**config.mk**
```make
export PLATFORM = sky130hd
export DESIGN_NAME = fifo_ctrl_param_flat
export DESIGN_NICKNAME = d
export VERILOG_FILES = /design/src/rtl/fifo_ctrl_param_if.sv /design/src/rtl/fifo_ctrl_param.sv /design/src/flat_wrapper.sv
export SDC_FILE = /design/constraint.sdc
export NUM_CORES = 1
export LEC_CHECK = 0
export CAP_MARGIN = 20
export CORE_AREA = 2 2 170 172
export DETAILED_ROUTE_END_ITERATION = 12
export DIE_AREA = 0 0 172 174
export DONT_BUFFER_PORTS = 1
export PLACE_DENSITY = 0.59
export REMOVE_ABC_BUFFERS = 1
export SKIP_LAST_GASP = 1
export SLEW_MARGIN = 20
export SYNTH_ARGS = -nofsm -noshare
export SYNTH_HDL_FRONTEND = slang
export SYNTH_SLANG_ARGS = --single-unit
```
**constraint.sdc**
```tcl
create_clock -name clk -period 14.1 [get_ports clk]
set_input_delay 2.115 -clock clk [delete_from_list [all_inputs] [get_ports clk]]
set_output_delay 2.115 -clock clk [all_outputs]
set_load 0.01 [all_outputs]
```
**src/rtl/fifo_ctrl_param_if.sv**
```systemverilog
// Producer/consumer bus for fifo_ctrl_param. The FIFO uses the slave modport
// and the producer/consumer side uses the master modport.
interface fifo_ctrl_param_if #(
  parameter int DATA_WIDTH = 32,
  parameter int ADDR_WIDTH = 3
) ();
  logic                  wr_en;
  logic [DATA_WIDTH-1:0] din;
  logic                  rd_en;
  logic [DATA_WIDTH-1:0] dout;
  logic [ADDR_WIDTH:0]   data_count;
  logic                  full;
  logic                  empty;
  logic                  almost_full;
  logic                  almost_empty;
  logic                  wr_ack;
  logic                  wr_err;
  logic                  rd_ack;
  logic                  rd_err;

  modport slave (
    input  wr_en, din, rd_en,
    output dout, data_count, full, empty, almost_full, almost_empty,
           wr_ack, wr_err, rd_ack, rd_err
  );

  modport master (
    output wr_en, din, rd_en,
    input  dout, data_count, full, empty, almost_full, almost_empty,
           wr_ack, wr_err, rd_ack, rd_err
  );
endinterface

```
**src/rtl/fifo_ctrl_param.sv**
```systemverilog
// Parametrised synchronous FIFO with occupancy flags and registered ack/err handshakes.
// Define FIFO_CTRL_CLR_EN to add a synchronous flush input 'clr'.
module fifo_ctrl_param #(
  parameter int DATA_WIDTH = 32,
  parameter int ADDR_WIDTH = 3,
  parameter int AF_LEVEL   = 6,
  parameter int AE_LEVEL   = 2
) (
  input logic clk,
  input logic reset,
`ifdef FIFO_CTRL_CLR_EN
  input logic clr,
`endif
  fifo_ctrl_param_if.slave bus
);

  localparam int DEPTH = 1 << ADDR_WIDTH;
  localparam logic [ADDR_WIDTH:0] DEPTH_CNT = {1'b1, {ADDR_WIDTH{1'b0}}};
  localparam logic [ADDR_WIDTH:0] AF_CNT    = AF_LEVEL[ADDR_WIDTH:0];
  localparam logic [ADDR_WIDTH:0] AE_CNT    = AE_LEVEL[ADDR_WIDTH:0];

  generate
    if (AE_LEVEL < 0 || AE_LEVEL >= AF_LEVEL || AF_LEVEL > DEPTH) begin : g_badLevels
      $error("fifo_ctrl_param: illegal levels, need 0 <= AE_LEVEL < AF_LEVEL <= DEPTH");
    end
  endgenerate

  logic [DATA_WIDTH-1:0] r_mem [DEPTH];
  logic [ADDR_WIDTH-1:0] r_head;
  logic [ADDR_WIDTH-1:0] r_tail;
  logic [ADDR_WIDTH:0]   r_count;
  logic [DATA_WIDTH-1:0] r_dout;
  logic                  r_wrAck;
  logic                  r_wrErr;
  logic                  r_rdAck;
  logic                  r_rdErr;

  logic w_full;
  logic w_empty;
  logic w_wrOk;
  logic w_rdOk;
  logic w_clr;

`ifdef FIFO_CTRL_CLR_EN
  assign w_clr = clr;
`else
  assign w_clr = 1'b0;
`endif

  assign w_full  = (r_count == DEPTH_CNT);
  assign w_empty = (r_count == '0);
  // A write to a full FIFO is fine when a read frees the oldest slot in the same edge.
  assign w_wrOk  = bus.wr_en & (~w_full | bus.rd_en);
  assign w_rdOk  = bus.rd_en & ~w_empty;

  // Storage has no reset; reset and flush still block writes in their cycle.
  always_ff @(posedge clk) begin
    if (!reset && !w_clr && w_wrOk) begin
      r_mem[r_tail] <= bus.din;
    end
  end

  always_ff @(posedge clk) begin
    if (reset) begin
      r_head  <= '0;
      r_tail  <= '0;
      r_count <= '0;
      r_dout  <= '0;
      r_wrAck <= 1'b0;
      r_wrErr <= 1'b0;
      r_rdAck <= 1'b0;
      r_rdErr <= 1'b0;
    end else if (w_clr) begin
      r_head  <= '0;
      r_tail  <= '0;
      r_count <= '0;
      r_wrAck <= 1'b0;
      r_wrErr <= 1'b0;
      r_rdAck <= 1'b0;
      r_rdErr <= 1'b0;
    end else begin
      if (w_wrOk) begin
        r_tail <= r_tail + 1'b1;
      end
      if (w_rdOk) begin
        r_dout <= r_mem[r_head];
        r_head <= r_head + 1'b1;
      end
      case ({w_wrOk, w_rdOk})
        2'b10:   r_count <= r_count + 1'b1;
        2'b01:   r_count <= r_count - 1'b1;
        default: r_count <= r_count;
      endcase
      r_wrAck <= w_wrOk;
      r_wrErr <= bus.wr_en & ~w_wrOk;
      r_rdAck <= w_rdOk;
      r_rdErr <= bus.rd_en & ~w_rdOk;
    end
  end

  assign bus.dout         = r_dout;
  assign bus.data_count   = r_count;
  assign bus.full         = w_full;
  assign bus.empty        = w_empty;
  assign bus.almost_full  = (r_count >= AF_CNT);
  assign bus.almost_empty = (r_count <= AE_CNT);
  assign bus.wr_ack       = r_wrAck;
  assign bus.wr_err       = r_wrErr;
  assign bus.rd_ack       = r_rdAck;
  assign bus.rd_err       = r_rdErr;

endmodule

```
**src/flat_wrapper.sv**
```systemverilog
// flat-port wrapper written by rule: the top's interface ports become plain ports
module fifo_ctrl_param_flat 
#(
  parameter int DATA_WIDTH = 32,
  parameter int ADDR_WIDTH = 3,
  parameter int AF_LEVEL   = 6,
  parameter int AE_LEVEL   = 2
)
  (clk, reset, bus_wr_en, bus_din, bus_rd_en, bus_dout, bus_data_count, bus_full, bus_empty, bus_almost_full, bus_almost_empty, bus_wr_ack, bus_wr_err, bus_rd_ack, bus_rd_err);
  fifo_ctrl_param_if #(.DATA_WIDTH(DATA_WIDTH), .ADDR_WIDTH(ADDR_WIDTH)) bus_i ();
  input logic clk;
  input logic reset;
  input wire logic [$bits(bus_i.wr_en)-1:0] bus_wr_en;
  input wire logic [$bits(bus_i.din)-1:0] bus_din;
  input wire logic [$bits(bus_i.rd_en)-1:0] bus_rd_en;
  output wire logic [$bits(bus_i.dout)-1:0] bus_dout;
  output wire logic [$bits(bus_i.data_count)-1:0] bus_data_count;
  output wire logic [$bits(bus_i.full)-1:0] bus_full;
  output wire logic [$bits(bus_i.empty)-1:0] bus_empty;
  output wire logic [$bits(bus_i.almost_full)-1:0] bus_almost_full;
  output wire logic [$bits(bus_i.almost_empty)-1:0] bus_almost_empty;
  output wire logic [$bits(bus_i.wr_ack)-1:0] bus_wr_ack;
  output wire logic [$bits(bus_i.wr_err)-1:0] bus_wr_err;
  output wire logic [$bits(bus_i.rd_ack)-1:0] bus_rd_ack;
  output wire logic [$bits(bus_i.rd_err)-1:0] bus_rd_err;
  assign bus_i.wr_en = bus_wr_en;
  assign bus_i.din = bus_din;
  assign bus_i.rd_en = bus_rd_en;
  assign bus_dout = bus_i.dout;
  assign bus_data_count = bus_i.data_count;
  assign bus_full = bus_i.full;
  assign bus_empty = bus_i.empty;
  assign bus_almost_full = bus_i.almost_full;
  assign bus_almost_empty = bus_i.almost_empty;
  assign bus_wr_ack = bus_i.wr_ack;
  assign bus_wr_err = bus_i.wr_err;
  assign bus_rd_ack = bus_i.rd_ack;
  assign bus_rd_err = bus_i.rd_err;
  fifo_ctrl_param #(.DATA_WIDTH(DATA_WIDTH), .ADDR_WIDTH(ADDR_WIDTH), .AF_LEVEL(AF_LEVEL), .AE_LEVEL(AE_LEVEL)) u_core (.clk(clk), .reset(reset), .bus(bus_i));
endmodule
```
==> metrics.txt, run 1 <==
CP max FO 38; Clock transition at path regs 60 ps; Final Hold Viols 0; crit path DAT 4480 ps; met3 WL post-DR about 1900 µm; vias 5243; RSZ-0062 raised after global routing no; Startpoint Class input port; vias in the first global route 5595; routed len/inst 23.4 µm; critical path capture point type register; period utilization between 20% and 30%; worst clock skew about 14 ps; Rows just over 60; TritonCTS clock tree done; initial antenna violation count 0; number of routed nets with antenna violations 0; Critical Path RT 14580 ps; register area share after synthesis 77.3%; #FFs+latches synth 302; CTS root buffer clkbuf_16; gr usage total roughly 16%; Worst-Margin Slew 1040 ps; outcome completed; Final setup violation count 0; area leader, netlist edfxtp_1; DRC 0; Layout Nets ~600; I/O Buffers 0; hold depth 2; max layer used met4; Leak approximately 3.9 nW; Hold Crit Class reg -> reg; Vias/cell 5.36; met2 wire length 11500 µm; Hold WS 543 ps; Die H 174 µm; 1st-pass router iterations 6; footprint of the multi-input gates 2410 µm²; Layout Utilization 44.6%; worst-skew pair later-pin latency about 540 ps; cell area after synthesis between 10000 and 15000 µm²; die area 29900 µm²; layout cells sized above 1 21.9%; Tmin final 4000 ps; Yosys top cell area share between 60 and 70%; post-DP HPWL 11600 µm; Fin Setup TNS 0 ps; gr ovfl total 0; path depth of the worst reg2reg path 7; Ports 80; Pwr Total 0.00222 W; fmax 250 MHz; Rel. slew slack 30.7%; power per cell area 176 nW/µm²; die width 172 µm; routability cong. 0.680; total CTS buffers 31; cell count after synthesis 560; Yosys cell types 36; ANT cells 0; fin. max-slew vios 0; register area 8620 µm²; most common cell after layout, fill and taps aside edfxtp_1; H-tree depth 1; MaxCap Viol Count 0; first-pass GRT wire length 34300 µm; maximum vdd ir drop 0.0826 mV; Post-CTS Resized 0; YS warnings 0; critical path type in -> reg; Synth area leaders edfxtp_1 (69%), mux4_2 (13%), dfxtp_1 (8.3%); area added between synthesis and finish 13.2%; placed cell area 11600 µm²; Max Root-Sink Buffers 3; Sink Count just over 300; postcts setup bufs 0; Mapped Avg Cell Area just under 20 µm²; largest net degree at the start of global routing 67; DR iter-0 viols 333; post-layout instance area 12600 µm²; most frequent cells in the layout edfxtp_1 (256), mux4_2 (64), nor2_1 (45); detailed-route wire length 22900 µm; Starting Density 39.4%; CTS Hold Bufs 0; fill count 2419; Core ar. ~28000 µm²; Metal-1 WL between 9000 and 10000 µm
[path summary, 6_finish.rpt]
| path | start | end | slack (ps) |
|---|---|---|---|
| hold reg to reg | u_core.bus.dout[24] | u_core.bus.dout[24] | 540 |
| setup / recovery | bus_rd_en | u_core.bus.data_count[3] | 10100 |
| setup reg to reg | u_core.bus.data_count[0] | u_core.bus.data_count[3] | 11030 |
| hold / removal | u_core.bus.dout[24] | u_core.bus.dout[24] | 540 |
[through the flow]
stage                     instances  setup slack, ps
final                           978            10100
after global routing            978            10010
after CTS                       978            10140
after detailed placement        921             9570
after global placement          921             9630
after floorplan                 528             7990
[kinds of logic (layout without fill, tap and decap cells)]
family | after synthesis | after routing | synth area share, %
AND/OR/NAND/NOR | 100 | 100 | 4.20
adder cells (fa/ha/maj) | 6 | 6 | 0.742
AO/OA/AOI/OAI | 44 | 44 | 2.61
buffers and inverters | 36 | 70 | 1.51
multiplexers | 66 | 66 | 13.1
XOR/XNOR | 6 | 6 | 0.472
flip-flops | 302 | 302 | 77.3
[sequential cells by signal, indices dropped and copies added (netlist names)]
register               count
u_core.r_mem             256
u_core.bus.dout           32
u_core.bus.data_count      4
u_core.r_head              3
u_core.r_tail              3
u_core.bus.rd_ack          1
u_core.bus.rd_err          1
u_core.bus.wr_ack          1
u_core.bus.wr_err          1
[metal layers]
metal | global-route usage (%) | vias to the layer above
met5 | 0 | -
met4 | 4.45 | 0
met3 | 5.05 | 38
met2 | 26.1 | 146
met1 | 19.4 | 2763
li1 | - | 2296
[synth_stat cells (all sizes together)]
| cell type | count |
|---|---|
| or4b | 1 |
| a211oi | 1 |
| o41a | 1 |
| nor4b | 2 |
| nor4 | 2 |
| dfxtp | 46 |
| ha | 5 |
| buf | 19 |
| mux4 | 64 |
| o211ai | 2 |
| clkbuf | 13 |
| nor2 | 49 |
| nand3b | 1 |
| and3b | 1 |
| nand3 | 1 |
| nor3b | 1 |
| inv | 4 |
| or4 | 1 |
| nand2b | 1 |
| nor3 | 35 |
| xor2 | 5 |
| o31ai | 1 |
| fa | 1 |
| edfxtp | 256 |
| o22ai | 32 |
| a21o | 1 |
| a21oi | 5 |
| xnor2 | 1 |
| nand2 | 4 |
| mux2i | 2 |
| and3 | 1 |
| o21ai | 1 |
[critical path, stage by stage]
cell and delay (ps):
o41a_2 820, ha_1 340, ha_1 280, a21oi_1 170, a21oi_1 120, or4_1 470, a21oi_1 150
[area by class of cell]
class | count | share of cell area (%)
clock buffers | 40 | 6.42
multi-input cells | 222 | 19.1
well taps | 384 | 3.81
flip-flops and latches | 302 | 68.4
repair buffers | 9 | 0.536
clock inverters | 17 | 1.64
inverters | 4 | 0.119
[where the power goes]
group | total [W] | switching [W] | internal, W | leakage, nW
clock | 0.000810 | 0.000316 | 0.000494 | 0.496
sequential | 0.00114 | 0.000103 | 0.00103 | 2.69
combinational | 0.000273 | 0.000140 | 0.000132 | 0.716
total | 0.00222 | 0.000559 | 0.00166 | 3.90
No activity file was read; power rests on OpenSTA's default activity.
==> run 2: changes to the inputs <==
- clock period: 14.1 -> 3.95 ns (I/O delays scaled with it)
==> metrics.txt, run 2 (synthesized netlist as in run 1, its figures left out) <==
routed len/inst 22.6 µm (was 23.4 µm); layout cells sized above 1 22.4% (was 21.9%); vias in the first global route 5427 (was 5595); slowest stage cell, crit path or4b_1 (was o41a_2); most frequent cells in the layout edfxtp_1 (256), mux4_2 (64), nor2_1 (45) (unchanged); maximum vdd ir drop 0.370 mV (was 0.0826 mV); fmax 333 MHz; largest net degree at the start of global routing 67 (unchanged); number of routed nets with antenna violations 0 (unchanged); worst clock skew 10.7 ps (was 13.7 ps); fin. max-slew vios 0 (unchanged); 1st-pass router iterations 4 (was 6); Worst-Margin Slew 1010 ps (was 1040 ps); critical path type reg -> reg (was in -> reg); first-pass GRT wire length 33200 µm (was 34300 µm); crit path DAT 3480 ps (was 4480 ps); post-DP HPWL 11400 µm (was 11600 µm); most common cell after layout, fill and taps aside edfxtp_1 (unchanged); Critical Path RT 4430 ps (was 14580 ps); family with the most delay on the worst path simple AND/OR/NAND/NOR gates (was compound AO/OA/AOI/OAI gates); CP max FO 8 (was 38); Core ar. 28200 µm² (unchanged); CP Buf/Inv Count 0 (unchanged); Starting Density 39.4% (unchanged); Startpoint Class register (was input port); I/O Buffers 0 (unchanged); area added between synthesis and finish 13.5% (was 13.2%); crit path cell chain or4b_1 -> o21ai_4 -> ha_1 -> ha_1 -> a21oi_1 -> a21oi_1 -> or4_1 -> a21oi_1 (was o41a_2 -> ha_1 -> ha_1 -> a21oi_1 -> a21oi_1 -> or4_1 -> a21oi_1); DP Worst Slack 947 ps (was 9570 ps); max FFs per register 256 (unchanged); TritonCTS clock tree done (unchanged); die width 172 µm (unchanged); most flop-heavy register u_core.r_mem (unchanged); power per cell area 630 nW/µm² (was 176 nW/µm²); ANT cells 0 (unchanged); Final Non-Filler Cells 979 (was 978); initial antenna violation count 0 (unchanged); Tmin final 3000 ps; H-tree depth 1 (unchanged); period utilization between 70% and 80%; DR iter-0 viols 340 (was 333); Max Root-Sink Buffers 3 (unchanged); Setup WS post-layout 948 ps (was 10100 ps); vias 5246 (was 5243); most used cell, CP a21oi_1 (unchanged); Final Hold Viols 0 (unchanged); total CTS buffers 30 (was 31); postcts setup bufs 0 (unchanged); MaxCap Viol Count 0 (unchanged); Ports 80 (unchanged); Hold Crit Class in -> reg (was reg -> reg); die area 29900 µm² (unchanged); gr ovfl total 0 (unchanged); Post-CTS Resized 0 (unchanged); Layout Nets 613 (was 612); DRC 0 (unchanged); critical path capture point type register (unchanged); routability cong. 0.693 (was 0.680); Vias/cell 5.36 (about the same); Sink Count 302 (unchanged); Rows 62 (unchanged); outcome completed (unchanged); Final setup violation count 0 (unchanged); worst-skew pair later-pin latency 540 ps (about the same); gr usage total 14.9% (was 15.6%); CTS root buffer clkbuf_16 (unchanged); Leak 3.92 nW (was 3.90 nW); placed insts 923 (was 921); Rel. slew slack 32.9% (was 30.7%); RSZ-0062 raised after global routing no (unchanged); Die H 174 µm (unchanged); CTS Hold Bufs 0 (unchanged); CP max stage delay 700 ps (was 820 ps); detailed-route wire length 22100 µm (was 22900 µm); Clock transition at path regs 60 ps (about the same)
## run 2: changes by cell type in the layout (fill, tap and decap cells not counted), sizes merged
cell / delta
buf: +2
clkbuf: -1
clkinv: -1
clkinvlp: +1
## run 2: stage by stage
| step | hold slack, ps | TNS [ps] | total power [W] | utilization (%) | cell area, µm² |
|---|---|---|---|---|---|
| detailed placement | 534 | 0 | 0.00513 | 41.1 | 11600 |
| finish | 120 | 0 | 0.00797 | 44.7 | 12600 |
| global route | 99.1 | 0 | 0.00830 | 44.7 | 12600 |
| CTS | 97.8 | 0 | 0.00807 | 44.7 | 12600 |
| floorplan | 510 | -42230 | 0.00482 | - | 11000 |
| global placement | 526 | 0 | 0.00510 | 41.1 | 11600 |
## run 2: worst paths after layout
check / slack [ps] / cells past startpoint / endpoint / start
hold reg to reg: 540 / 2 / u_core.bus.dout[18] / u_core.bus.dout[18]
setup / recovery: 950 / 8 / u_core.bus.data_count[3] / u_core.bus.data_count[0]
setup reg to reg: 950 / 8 / u_core.bus.data_count[3] / u_core.bus.data_count[0]
hold / removal: 120 / 1 / u_core.bus.dout[1] / reset
## run 2: layer usage
layer / part of all wire [%] / track usage (%) / vias up
met1: 41 / 19.0 / 2765
met5: 0 / 0 / -
met4: 2.1 / 4.10 / 0
li1: - / - / 2307
met2: 48 / 24.5 / 136
met3: 8.8 / 4.92 / 38
## run 2: power breakdown
part | internal [W] | switching, W | leakage [nW] | total [W]
registers | 0.00369 | 0.000362 | 2.69 | 0.00406
clock network | 0.00179 | 0.00114 | 0.501 | 0.00293
logic | 0.000478 | 0.000499 | 0.726 | 0.000977
## run 2: final cells by class
cell class / instances / area (µm²)
inverter: 4 / 15.0
multi-input combinational: 222 / 2410
clock buffer: 39 / 826
fill: 2428 / 15600
sequential: 302 / 8620
tap: 384 / 480
clock inverter: 17 / 208
timing repair buffer: 11 / 82.6
